<file path="src/rtl/instr_sequencer.sv">
// rtl/instr_sequencer.sv - instruction fetch/decode sequencer driving the PC and execution unit
//
// Ports:
//   clk           system clock, all state on rising edge
//   reset         asynchronous, active-high; clears all state and outputs
//   run           1 = sequence instructions; 0 = hold in FETCH
//   instr_data    synchronous ROM word for the current PC ([15:12] opcode, [11:0] operand)
//   pc_address    current PC value (low ADDR_W bits used for return addresses)
//   zero_flag     datapath zero flag, sampled in DECODE
//   carry_flag    datapath carry flag, sampled in DECODE
//   pc_enable     registered PC advance strobe, high for the ADVANCE cycle only
//   pc_jump       registered jump request, valid through SETUP and ADVANCE
//   pc_jump_addr  registered jump target, valid with pc_jump
//   exec_valid    one-cycle pulse (SETUP) issuing a datapath opcode
//   exec_op       opcode accompanying exec_valid
//   exec_operand  operand accompanying exec_valid
//   halted        high while in HALT
//   stack_err     sticky call-stack overflow/underflow flag

module instr_sequencer #(
   parameter int ADDR_W      = 10,
   parameter int STACK_DEPTH = 4,
   parameter int INSTR_W     = 16
) (
   input  logic               clk,
   input  logic               reset,
   input  logic               run,
   input  logic [INSTR_W-1:0] instr_data,
   input  logic [11:0]        pc_address,
   input  logic               zero_flag,
   input  logic               carry_flag,
   output logic               pc_enable,
   output logic               pc_jump,
   output logic [ADDR_W-1:0]  pc_jump_addr,
   output logic               exec_valid,
   output logic [3:0]         exec_op,
   output logic [11:0]        exec_operand,
   output logic               halted,
   output logic               stack_err
);

   localparam logic [2:0] S_FETCH   = 3'd0;
   localparam logic [2:0] S_DECODE  = 3'd1;
   localparam logic [2:0] S_SETUP   = 3'd2;
   localparam logic [2:0] S_ADVANCE = 3'd3;
   localparam logic [2:0] S_WAIT    = 3'd4;
   localparam logic [2:0] S_HALT    = 3'd5;

   localparam logic [3:0] OP_NOP  = 4'h0;
   localparam logic [3:0] OP_JMP  = 4'h1;
   localparam logic [3:0] OP_JZ   = 4'h2;
   localparam logic [3:0] OP_JC   = 4'h3;
   localparam logic [3:0] OP_CALL = 4'h4;
   localparam logic [3:0] OP_RET  = 4'h5;
   localparam logic [3:0] OP_WAIT = 4'h6;
   localparam logic [3:0] OP_HALT = 4'hF;

   // sp counts used entries, so it needs one more code than STACK_DEPTH
   localparam int SP_W  = $clog2(STACK_DEPTH + 1);
   localparam int IDX_W = (STACK_DEPTH > 1) ? $clog2(STACK_DEPTH) : 1;

   logic [2:0]        state;
   logic [11:0]       wait_cnt;
   logic [SP_W-1:0]   sp;
   logic [ADDR_W-1:0] stack_mem [STACK_DEPTH];

   logic [3:0]        opcode;
   logic [11:0]       operand;
   logic [SP_W-1:0]   sp_m1;
   logic [ADDR_W-1:0] ret_addr;

   logic              dec_jump;
   logic [ADDR_W-1:0] dec_target;
   logic              dec_push;
   logic              dec_pop;
   logic              dec_err;
   logic              dec_exec;
   logic [2:0]        dec_next;

   // PC bits above the jump range never feed a return address
   logic unused_pc_hi;
   assign unused_pc_hi = ^pc_address[11:ADDR_W];

   assign opcode   = instr_data[INSTR_W-1 -: 4];
   assign operand  = instr_data[11:0];
   assign sp_m1    = sp - SP_W'(1);
   // wraps naturally at 2^ADDR_W
   assign ret_addr = pc_address[ADDR_W-1:0] + ADDR_W'(1);

   // Decision for the instruction sitting in DECODE; only consumed in that state
   always_comb begin
      dec_jump   = 1'b0;
      dec_target = '0;
      dec_push   = 1'b0;
      dec_pop    = 1'b0;
      dec_err    = 1'b0;
      dec_exec   = 1'b0;
      dec_next   = S_SETUP;
      case (opcode)
         OP_NOP: ;
         OP_JMP: begin
            dec_jump   = 1'b1;
            dec_target = operand[ADDR_W-1:0];
         end
         OP_JZ: begin
            dec_jump   = zero_flag;
            dec_target = zero_flag ? operand[ADDR_W-1:0] : '0;
         end
         OP_JC: begin
            dec_jump   = carry_flag;
            dec_target = carry_flag ? operand[ADDR_W-1:0] : '0;
         end
         OP_CALL: begin
            // full stack: the call degrades to a NOP
            if (sp == SP_W'(STACK_DEPTH)) begin
               dec_err = 1'b1;
            end else begin
               dec_push   = 1'b1;
               dec_jump   = 1'b1;
               dec_target = operand[ADDR_W-1:0];
            end
         end
         OP_RET: begin
            if (sp == '0) begin
               dec_err = 1'b1;
            end else begin
               dec_pop    = 1'b1;
               dec_jump   = 1'b1;
               dec_target = stack_mem[sp_m1[IDX_W-1:0]];
            end
         end
         OP_WAIT: begin
            if (operand != 12'd0) dec_next = S_WAIT;
         end
         OP_HALT: dec_next = S_HALT;
         default: dec_exec = 1'b1;
      endcase
   end

   always_ff @(posedge clk or posedge reset) begin
      if (reset) begin
         state        <= S_FETCH;
         wait_cnt     <= '0;
         sp           <= '0;
         pc_enable    <= 1'b0;
         pc_jump      <= 1'b0;
         pc_jump_addr <= '0;
         exec_valid   <= 1'b0;
         exec_op      <= '0;
         exec_operand <= '0;
         halted       <= 1'b0;
         stack_err    <= 1'b0;
         for (int i = 0; i < STACK_DEPTH; i++) stack_mem[i] <= '0;
      end else begin
         // exec fields are only meaningful for the single SETUP cycle
         exec_valid   <= 1'b0;
         exec_op      <= '0;
         exec_operand <= '0;
         case (state)
            S_FETCH: begin
               if (run) state <= S_DECODE;
            end
            S_DECODE: begin
               state        <= dec_next;
               pc_jump      <= dec_jump;
               pc_jump_addr <= dec_target;
               if (dec_next == S_HALT) halted <= 1'b1;
               if (dec_next == S_WAIT) wait_cnt <= operand;
               if (dec_push) begin
                  stack_mem[sp[IDX_W-1:0]] <= ret_addr;
                  sp <= sp + SP_W'(1);
               end
               if (dec_pop) sp <= sp_m1;
               if (dec_err) stack_err <= 1'b1;
               if (dec_exec) begin
                  exec_valid   <= 1'b1;
                  exec_op      <= opcode;
                  exec_operand <= operand;
               end
            end
            S_WAIT: begin
               // loaded with n, leaves after exactly n cycles here
               if (wait_cnt == 12'd1) begin
                  state    <= S_SETUP;
                  wait_cnt <= '0;
               end else begin
                  wait_cnt <= wait_cnt - 12'd1;
               end
            end
            S_SETUP: begin
               state     <= S_ADVANCE;
               pc_enable <= 1'b1;
            end
            S_ADVANCE: begin
               state        <= S_FETCH;
               pc_enable    <= 1'b0;
               pc_jump      <= 1'b0;
               pc_jump_addr <= '0;
            end
            S_HALT: state <= S_HALT;
            default: state <= S_FETCH;
         endcase
      end
   end

endmodule

</file>
<file path="config.mk">
export PLATFORM = sky130hd
export DESIGN_NAME = instr_sequencer
export DESIGN_NICKNAME = d
export VERILOG_FILES = /design/src/rtl/instr_sequencer.sv
export SDC_FILE = /design/constraint.sdc
export NUM_CORES = 1
export LEC_CHECK = 0
export ABC_AREA = 1
export CAP_MARGIN = 0
export CORE_MARGIN = 2
export CORE_UTILIZATION = 34
export DETAILED_ROUTE_END_ITERATION = 6
export GPL_ROUTABILITY_DRIVEN = 0
export GPL_TIMING_DRIVEN = 0
export MAX_ROUTING_LAYER = met4
export PLACE_DENSITY_LB_ADDON = 0.25
export SLEW_MARGIN = 20
export SYNTH_ARGS = -nofsm -noshare
export SYNTH_HDL_FRONTEND = slang
export SYNTH_SLANG_ARGS = --single-unit
</file>
<file path="constraint.sdc">
create_clock -name clk -period 3.4 [get_ports clk]
set_clock_uncertainty 0.05 [all_clocks]
set_input_delay 0.34 -clock clk [delete_from_list [all_inputs] [get_ports clk]]
set_output_delay 0.34 -clock clk [all_outputs]
set_load 0.02 [all_outputs]
</file>
==> run_results.csv, run 1 <==
group,metric,value,unit
run_status,run_status,"finished clean",
synth,synth_fa_ha_area_frac,0.0213,
synth,synth_cells,626,
clocking,root_buffer,"clkbuf_16",
drt,wl_per_cell,13.7,um
drt,dr.pass1.iters,5,
setup_path,rr_worst_depth,11,
drt,vias_per_cell,4.73,
final_layout,antenna_cells,0,
place,numPortBuffers,60,
global_routing,grt_pass1_vias,4171,
clocking,cts.sinks,89,
setup_path,worst_setup_path_start_kind,"register",
synth,post_synth.cell_area_avg,7.50,um^2
final_layout,multi_input_area,0.00208,mm^2
sta,setup_violations,0,
global_routing,grt_max_degree,55,
drt,vias,4150,
synth,yosys.area_share.simple,0.308,
synth,syn_nets,667,
global_routing,grt-ovfl-total,0,
final_layout,fin_cells,877,
final_layout,regArea,0.00223,mm^2
global_routing,grt_antenna_before_repair,0,
sta,tns,0,ps
die,dieArea,0.0148,mm^2
drt,drt_wl_total,12.0,mm
synth,synth_compound_area_frac,0.0933,
setup_path,worstReg2RegStart,"sp[0]$_DFFE_PP0P_",
die,ioPinCount,64,
pwr,leakage,2.99,nW
pwr,irDropWorstVdd,0.241,mV
die,floorplan.initialDensity,0.352,
drt,drtIter0Drc,307,
pwr,power,2.15,mW
place,placed_cells,863,
sta,post-route-period-util,0.813,
clocking,cts-hold-fix-buffers,0,
synth,synth_seq_area_share,0.474,
pwr,p_switching,0.477,mW
pwr,p_seq_frac,0.493,
setup_path,r2r-end,"pc_jump_addr[1]$_DFFE_PP0P_",
clocking,cts_tree,"done",
setup_path,cp.arrival,2980,ps
global_routing,grt_pass1_wl,20.3,mm
sta,relSlewSlack,0.606,
final_layout,num-fill-cells,1372,
sta,worstMarginPinSlew,592,ps
clocking,clk_pin_slew,60,ps
synth,ys_seq_elements,89,
setup_path,required,3620,ps
setup_path,critPathMaxStageDelay,480,ps
final_layout,nets,739,
die,die_y,122,um
clocking,cts_buffers,9,
final_layout,syn_to_final_growth,24.0,%
synth,synthMuxAreaShare,0,
synth,synthXorXnorAreaFrac,0.0205,
final_layout,drive_above_1_share,0.0599,
global_routing,grt_usage,0.178,
setup_path,cp_cell_sequence,"inv_1 > clkbuf_1 > ha_1 > inv_2 > clkbuf_1 > o21ai_0 > o22ai_1 > nand2_1 > nand2_1 > nand2_1 > nand2_1",
synth,yosysWarnings,0,
pwr,p_int,1.67,mW
die,core-area,0.0133,mm^2
drt,drc,0,
sta,finalHoldViolCount,0,
worst_hold_path,min_path_cells,4,
clocking,htreeDepth,3,
sta,fmax,0.362,GHz
sta,rsz0062_at_grt,"no",
synth,synth_top_family_by_area,"simple AND/OR/NAND/NOR gates",
worst_hold_path,holdPathEnd,"stack_err$_DFFE_PP0P_",
place,place_hpwl,8.95,mm
clocking,cts_setup_buffers,0,
pwr,p_comb_frac,0.060,
setup_path,crit_slowest_cell,"clkbuf_1",
setup_path,crit_type,"reg -> reg",
setup_path,path_common_cell,"nand2_1",
synth,synthesis.area,0.00470,mm^2
sta,slew_viol_final,0,
setup_path,ff2ff_setup_slack,640,ps
worst_hold_path,min-delay-start,"instr_data[12]",
job,max-cap-violations,0,
setup_path,setup.worst_path.end_class,"register",
clocking,clock_latency,330,ps
die,die_w,122,um
die,num_rows,42,
worst_hold_path,min_path_type,"in -> reg",
clocking,clk_path_buf_depth,2,
pwr,p_clk_frac,0.447,
synth,yosysUniqueCellTypes,30,
setup_path,path_max_fanout,12,
pwr,power_density,369,mW/mm^2
clocking,post_cts_resized,0,
pwr,p_sw_frac,0.222,
sta,period_minus_slack,2760,ps
drt,ant_nets,0,
sta,hold_ws,349,ps
[cell families after synthesis]
family,count (synthesis)
flip-flops,89
adder cells (fa/ha/maj),8
buffers and inverters,92
AND/OR/NAND/NOR,348
XOR/XNOR,11
AO/OA/AOI/OAI,78
[sequential cells by signal, indices dropped and copies added, names as in the netlist, 3 cells and up]
register      cells
exec_op           4
exec_operand     12
pc_jump_addr     10
sp                3
stack_mem        40
state             3
wait_cnt         12
[worst max-delay path, delay by kind of cell, from the launching register on]
| family | cells | cell delay (ps) |
|---|---|---|
| DFF | 1 | 430 |
| adders and majority gates | 1 | 400 |
| and+or+nand+nor | 4 | 280 |
| buffers and inverters | 4 | 1180 |
| AOI/OAI and AO/OA | 2 | 370 |
[power groups by stage]
stage / sequential [mW] / combinational (mW) / clock, mW
6_report: 1.06 / 0.128 / 0.960
5_1_grt: 1.06 / 0.145 / 1.03
4_1_cts: 1.06 / 0.132 / 0.976
3_5_place_dp: 1.08 / 0.131 / 0
3_3_place_gp: 1.08 / 0.125 / 0
2_1_floorplan: 1.08 / 0.0574 / 0
[per-stage QoR]
step                      worst slack, ps  utilization  cell area [um^2]
after floorplan                       703            -              4700
after global placement               -734        0.413              5520
after detailed placement              676        0.416              5550
after CTS                             635        0.436              5820
after global routing                  316        0.436              5820
final                                 637        0.436              5820
[worst max-delay path by stage]
| stage | from | to | cells past startpoint |
|---|---|---|---|
| 2_1_floorplan | reset | exec_op[0]$_DFF_PP0_ | 1 |
| 3_3_place_gp | reset | stack_mem[3]$_DFFE_PP0P_ | 2 |
| 3_5_place_dp | sp[0]$_DFFE_PP0P_ | pc_jump_addr[0]$_DFFE_PP0P_ | 11 |
| 4_1_cts | sp[0]$_DFFE_PP0P_ | pc_jump_addr[0]$_DFFE_PP0P_ | 11 |
| 5_1_grt | sp[0]$_DFFE_PP0P_ | pc_jump_addr[0]$_DFFE_PP0P_ | 11 |
| 6_report | sp[0]$_DFFE_PP0P_ | pc_jump_addr[1]$_DFFE_PP0P_ | 11 |
[layer usage]
layer | GRT usage | part of all wire | vias up
li1 | - | - | 2085
met3 | 0.0320 | 0.043 | 8
met5 | - | 0 | -
met2 | 0.294 | 0.49 | 95
met1 | 0.227 | 0.46 | 1962
met4 | 0.0474 | 0.010 | 0
[synth_stat cells (all sizes together)]
| cell | number | share of area |
|---|---|---|
| nand3 | 29 | 0.032 |
| clkbuf | 7 | 0.0056 |
| o21bai | 2 | 0.0032 |
| ha | 8 | 0.021 |
| dfrtp | 89 | 0.47 |
| nor3 | 6 | 0.011 |
| clkinv | 2 | 0.0037 |
| a21oi | 11 | 0.014 |
| nand2 | 252 | 0.21 |
| xor2 | 8 | 0.015 |
| o21ai | 48 | 0.051 |
| inv | 74 | 0.060 |
| o22ai | 9 | 0.012 |
| o31ai | 2 | 0.0032 |
| xnor2 | 3 | 0.0056 |
| nand4 | 3 | 0.0040 |
| o211ai | 6 | 0.0096 |
| nor2 | 58 | 0.053 |
| buf | 9 | 0.013 |
[placed cells by master (no fill, tap or decap), drive strengths merged, types with 2 or more instances in the layout]
cell type      Yosys  routed
o21bai             2       2
clkinv             2       4
nand3             29      29
o21ai             48      48
nor3               6       6
o22ai              9       9
nand4              3       3
ha                 8       8
xor2               8       8
nand2            252     252
clkdlybuf4s50      0      60
o211ai             6       6
nor2              58      58
inv               74      74
xnor2              3       3
buf                9      10
dfrtp             89      89
a21oi             11      11
clkbuf             7      18
o31ai              2       2
[area by class of cell]
type / count / area share
Buffer: 16 / 0.0153
Clock buffer: 11 / 0.0400
Clock inverter: 3 / 0.00752
Inverter: 76 / 0.0516
Multi-Input combinational cell: 445 / 0.358
Sequential cell: 89 / 0.382
Tap cell: 176 / 0.0378
Timing Repair Buffer: 61 / 0.108
Note: power is estimated with default switching activity, not from simulation.
==> inputs of run 2 (changes only) <==
==> constraint.sdc (replaced) <==
create_clock -name clk -period 2.3 [get_ports clk]
set_clock_uncertainty 0.05 [all_clocks]
set_input_delay 0.23 -clock clk [delete_from_list [all_inputs] [get_ports clk]]
set_output_delay 0.23 -clock clk [all_outputs]
set_load 0.02 [all_outputs]
==> run_results.csv, run 2 (synthesized netlist as in run 1, its figures left out) <==
group,metric,value,unit
global_routing,grt_antenna_before_repair,0,
worst_hold_path,min_path_type,"in -> reg",
sta,slew_viol_final,0,
final_layout,largest_reg_flops,40,
die,die_w,122,um
sta,setup_violations,0,
final_layout,reg_top3,"stack_mem x40, exec_operand x12, wait_cnt x12",
setup_path,required,2470,ps
setup_path,worst_setup_path_start_kind,"register",
die,core-area,0.0133,mm^2
setup_path,cp_num_buf_inv,6,
setup_path,critPathMaxStageDelay,420,ps
setup_path,crit_family,"buffers and inverters",
final_layout,regMostFlops,"stack_mem",
setup_path,crit_type,"reg -> reg",
final_layout,nets,739,
sta,period_minus_slack,2040,ps
drt,vias,4151,
clocking,clock_latency,340,ps
sta,rsz0062_at_grt,"no",
setup_path,crit_slowest_cell,"dfrtp_1",
place,numPortBuffers,60,
die,die_y,122,um
sta,relSlewSlack,0.583,
setup_path,r2r-end,"pc_jump$_DFFE_PP0P_",
global_routing,grt_max_degree,34,
setup_path,worst-path-stages,11,
global_routing,grt-ovfl-total,0,
setup_path,cp_cell_sequence,"inv_1 > buf_6 > ha_2 > inv_1 > nor2_1 > inv_1 > nand3_2 > inv_1 > buf_4 > o21ai_0 > nand2_1",
die,dieArea,0.0148,mm^2
setup_path,path_common_cell,"inv_1",
clocking,root_buffer,"clkbuf_16",
clocking,clk_path_buf_depth,2,
place,place_area,0.00556,mm^2
clocking,cts_buffers,9,
sta,setup_slack,259,ps
setup_path,cp.arrival,2210,ps
pwr,irDropWorstVdd,0.344,mV
clocking,cts.sinks,89,
global_routing,grt_usage,0.178,
worst_hold_path,min-delay-start,"instr_data[12]",
die,floorplan.initialDensity,0.352,
global_routing,grt_pass1_vias,4088,
run_status,run_status,"finished clean",
setup_path,setup.worst_path.end_class,"register",
drt,drtIter0Drc,268,
drt,wl_per_cell,13.4,um
pwr,leakage,3.00,nW
job,max-cap-violations,0,
setup_path,ff2ff_setup_slack,260,ps
final_layout,syn_to_final_growth,24.8,%
drt,vias_per_cell,4.72,
sta,finalHoldViolCount,0,
pwr,power_density,547,mW/mm^2
clocking,cts_setup_buffers,0,
final_layout,antenna_cells,0,
drt,drt_wl_total,11.8,mm
worst_hold_path,holdPathEnd,"exec_op[0]$_DFF_PP0_",
clocking,cts_tree,"done",
clocking,clk_pin_slew,60,ps
place,place_hpwl,8.96,mm
sta,tns,0,ps
place,dp_slack,-452,ps
clocking,htreeDepth,3,
setup_path,rr_worst_depth,11,
die,ioPinCount,64,
setup_path,worstReg2RegStart,"sp[0]$_DFFE_PP0P_",
sta,fmax,0.490,GHz
global_routing,grt_pass1_wl,20.1,mm
final_layout,drive_above_1_share,0.0669,
drt,ant_nets,0,
setup_path,path_max_fanout,12,
final_layout,layout_common_cells,"246 x nand2_1, 89 x dfrtp_1, 68 x inv_1, 60 x clkdlybuf4s50_1, 56 x nor2_1",
drt,drc,0,
die,num_rows,42,
final_layout,final_common_cell,"nand2_1",
sta,post-route-period-util,0.887,
worst_hold_path,min_path_cells,3,
sta,worstMarginPinSlew,623,ps
final_layout,final_area,0.00586,mm^2
drt,dr.pass1.iters,4,
## run 2: worst min-delay path, stage by stage
cell and delay (ps):
buf_2 150, inv_1 140, nor2_1 60
## run 2: per-layer routing
layer,vias up,global-route usage,routed length (um)
met4,0,0.0639,235
met1,1950,0.229,5350
met2,94,0.281,5610
met3,17,0.0324,584
met5,-,-,0
li1,2090,-,-
## run 2: final cells by class
type / instances / area (um^2)
inverter: 76 / 302
buffer: 15 / 92.6
sequential: 89 / 2230
tap: 176 / 220
clock inverter: 3 / 40.0
timing repair buffer: 62 / 641
fill: 1334 / 7490
clock buffer: 13 / 250
multi-input combinational: 445 / 2090
## run 2: worst max path at each step
stage	startpoint	endpoint	slack, ps
global route	sp[0]$_DFFE_PP0P_	pc_jump_addr[9]$_DFFE_PP0P_	40
CTS	sp[0]$_DFFE_PP0P_	pc_jump$_DFFE_PP0P_	70
floorplan	sp[0]$_DFFE_PP0P_	pc_jump_addr[0]$_DFFE_PP0P_	220
global placement	sp[0]$_DFFE_PP0P_	pc_jump_addr[0]$_DFFE_PP0P_	-500
finish	sp[0]$_DFFE_PP0P_	pc_jump$_DFFE_PP0P_	260
detailed placement	sp[0]$_DFFE_PP0P_	pc_jump_addr[0]$_DFFE_PP0P_	-450
## run 2: report_power, final
| group | switching [mW] | internal, mW | leakage (nW) | total, mW |
|---|---|---|---|---|
| Combinational | 0.118 | 0.0744 | 1.80 | 0.192 |
| Clock | 0.579 | 0.869 | 0.144 | 1.45 |
| Sequential | 0.000182 | 1.57 | 1.06 | 1.57 |
| Total | 0.697 | 2.51 | 3.00 | 3.21 |
## run 2: repair_timing
item                                    in CTS  in global routing
resized for setup                            2                  4
hold buffers                                 0                  0
endpoints found under the setup margin      29                 11
pin swaps                                    0                  0
cloned                                       0                  0
## run 2: metrics by stage
stage,hold slack (ps),utilization,instances,total power [mW]
2_1_floorplan,274,-,626,1.68
3_3_place_gp,405,0.414,862,1.78
3_5_place_dp,418,0.417,864,1.79
4_1_cts,219,0.438,879,3.24
5_1_grt,257,0.439,879,3.34
6_report,237,0.439,879,3.21
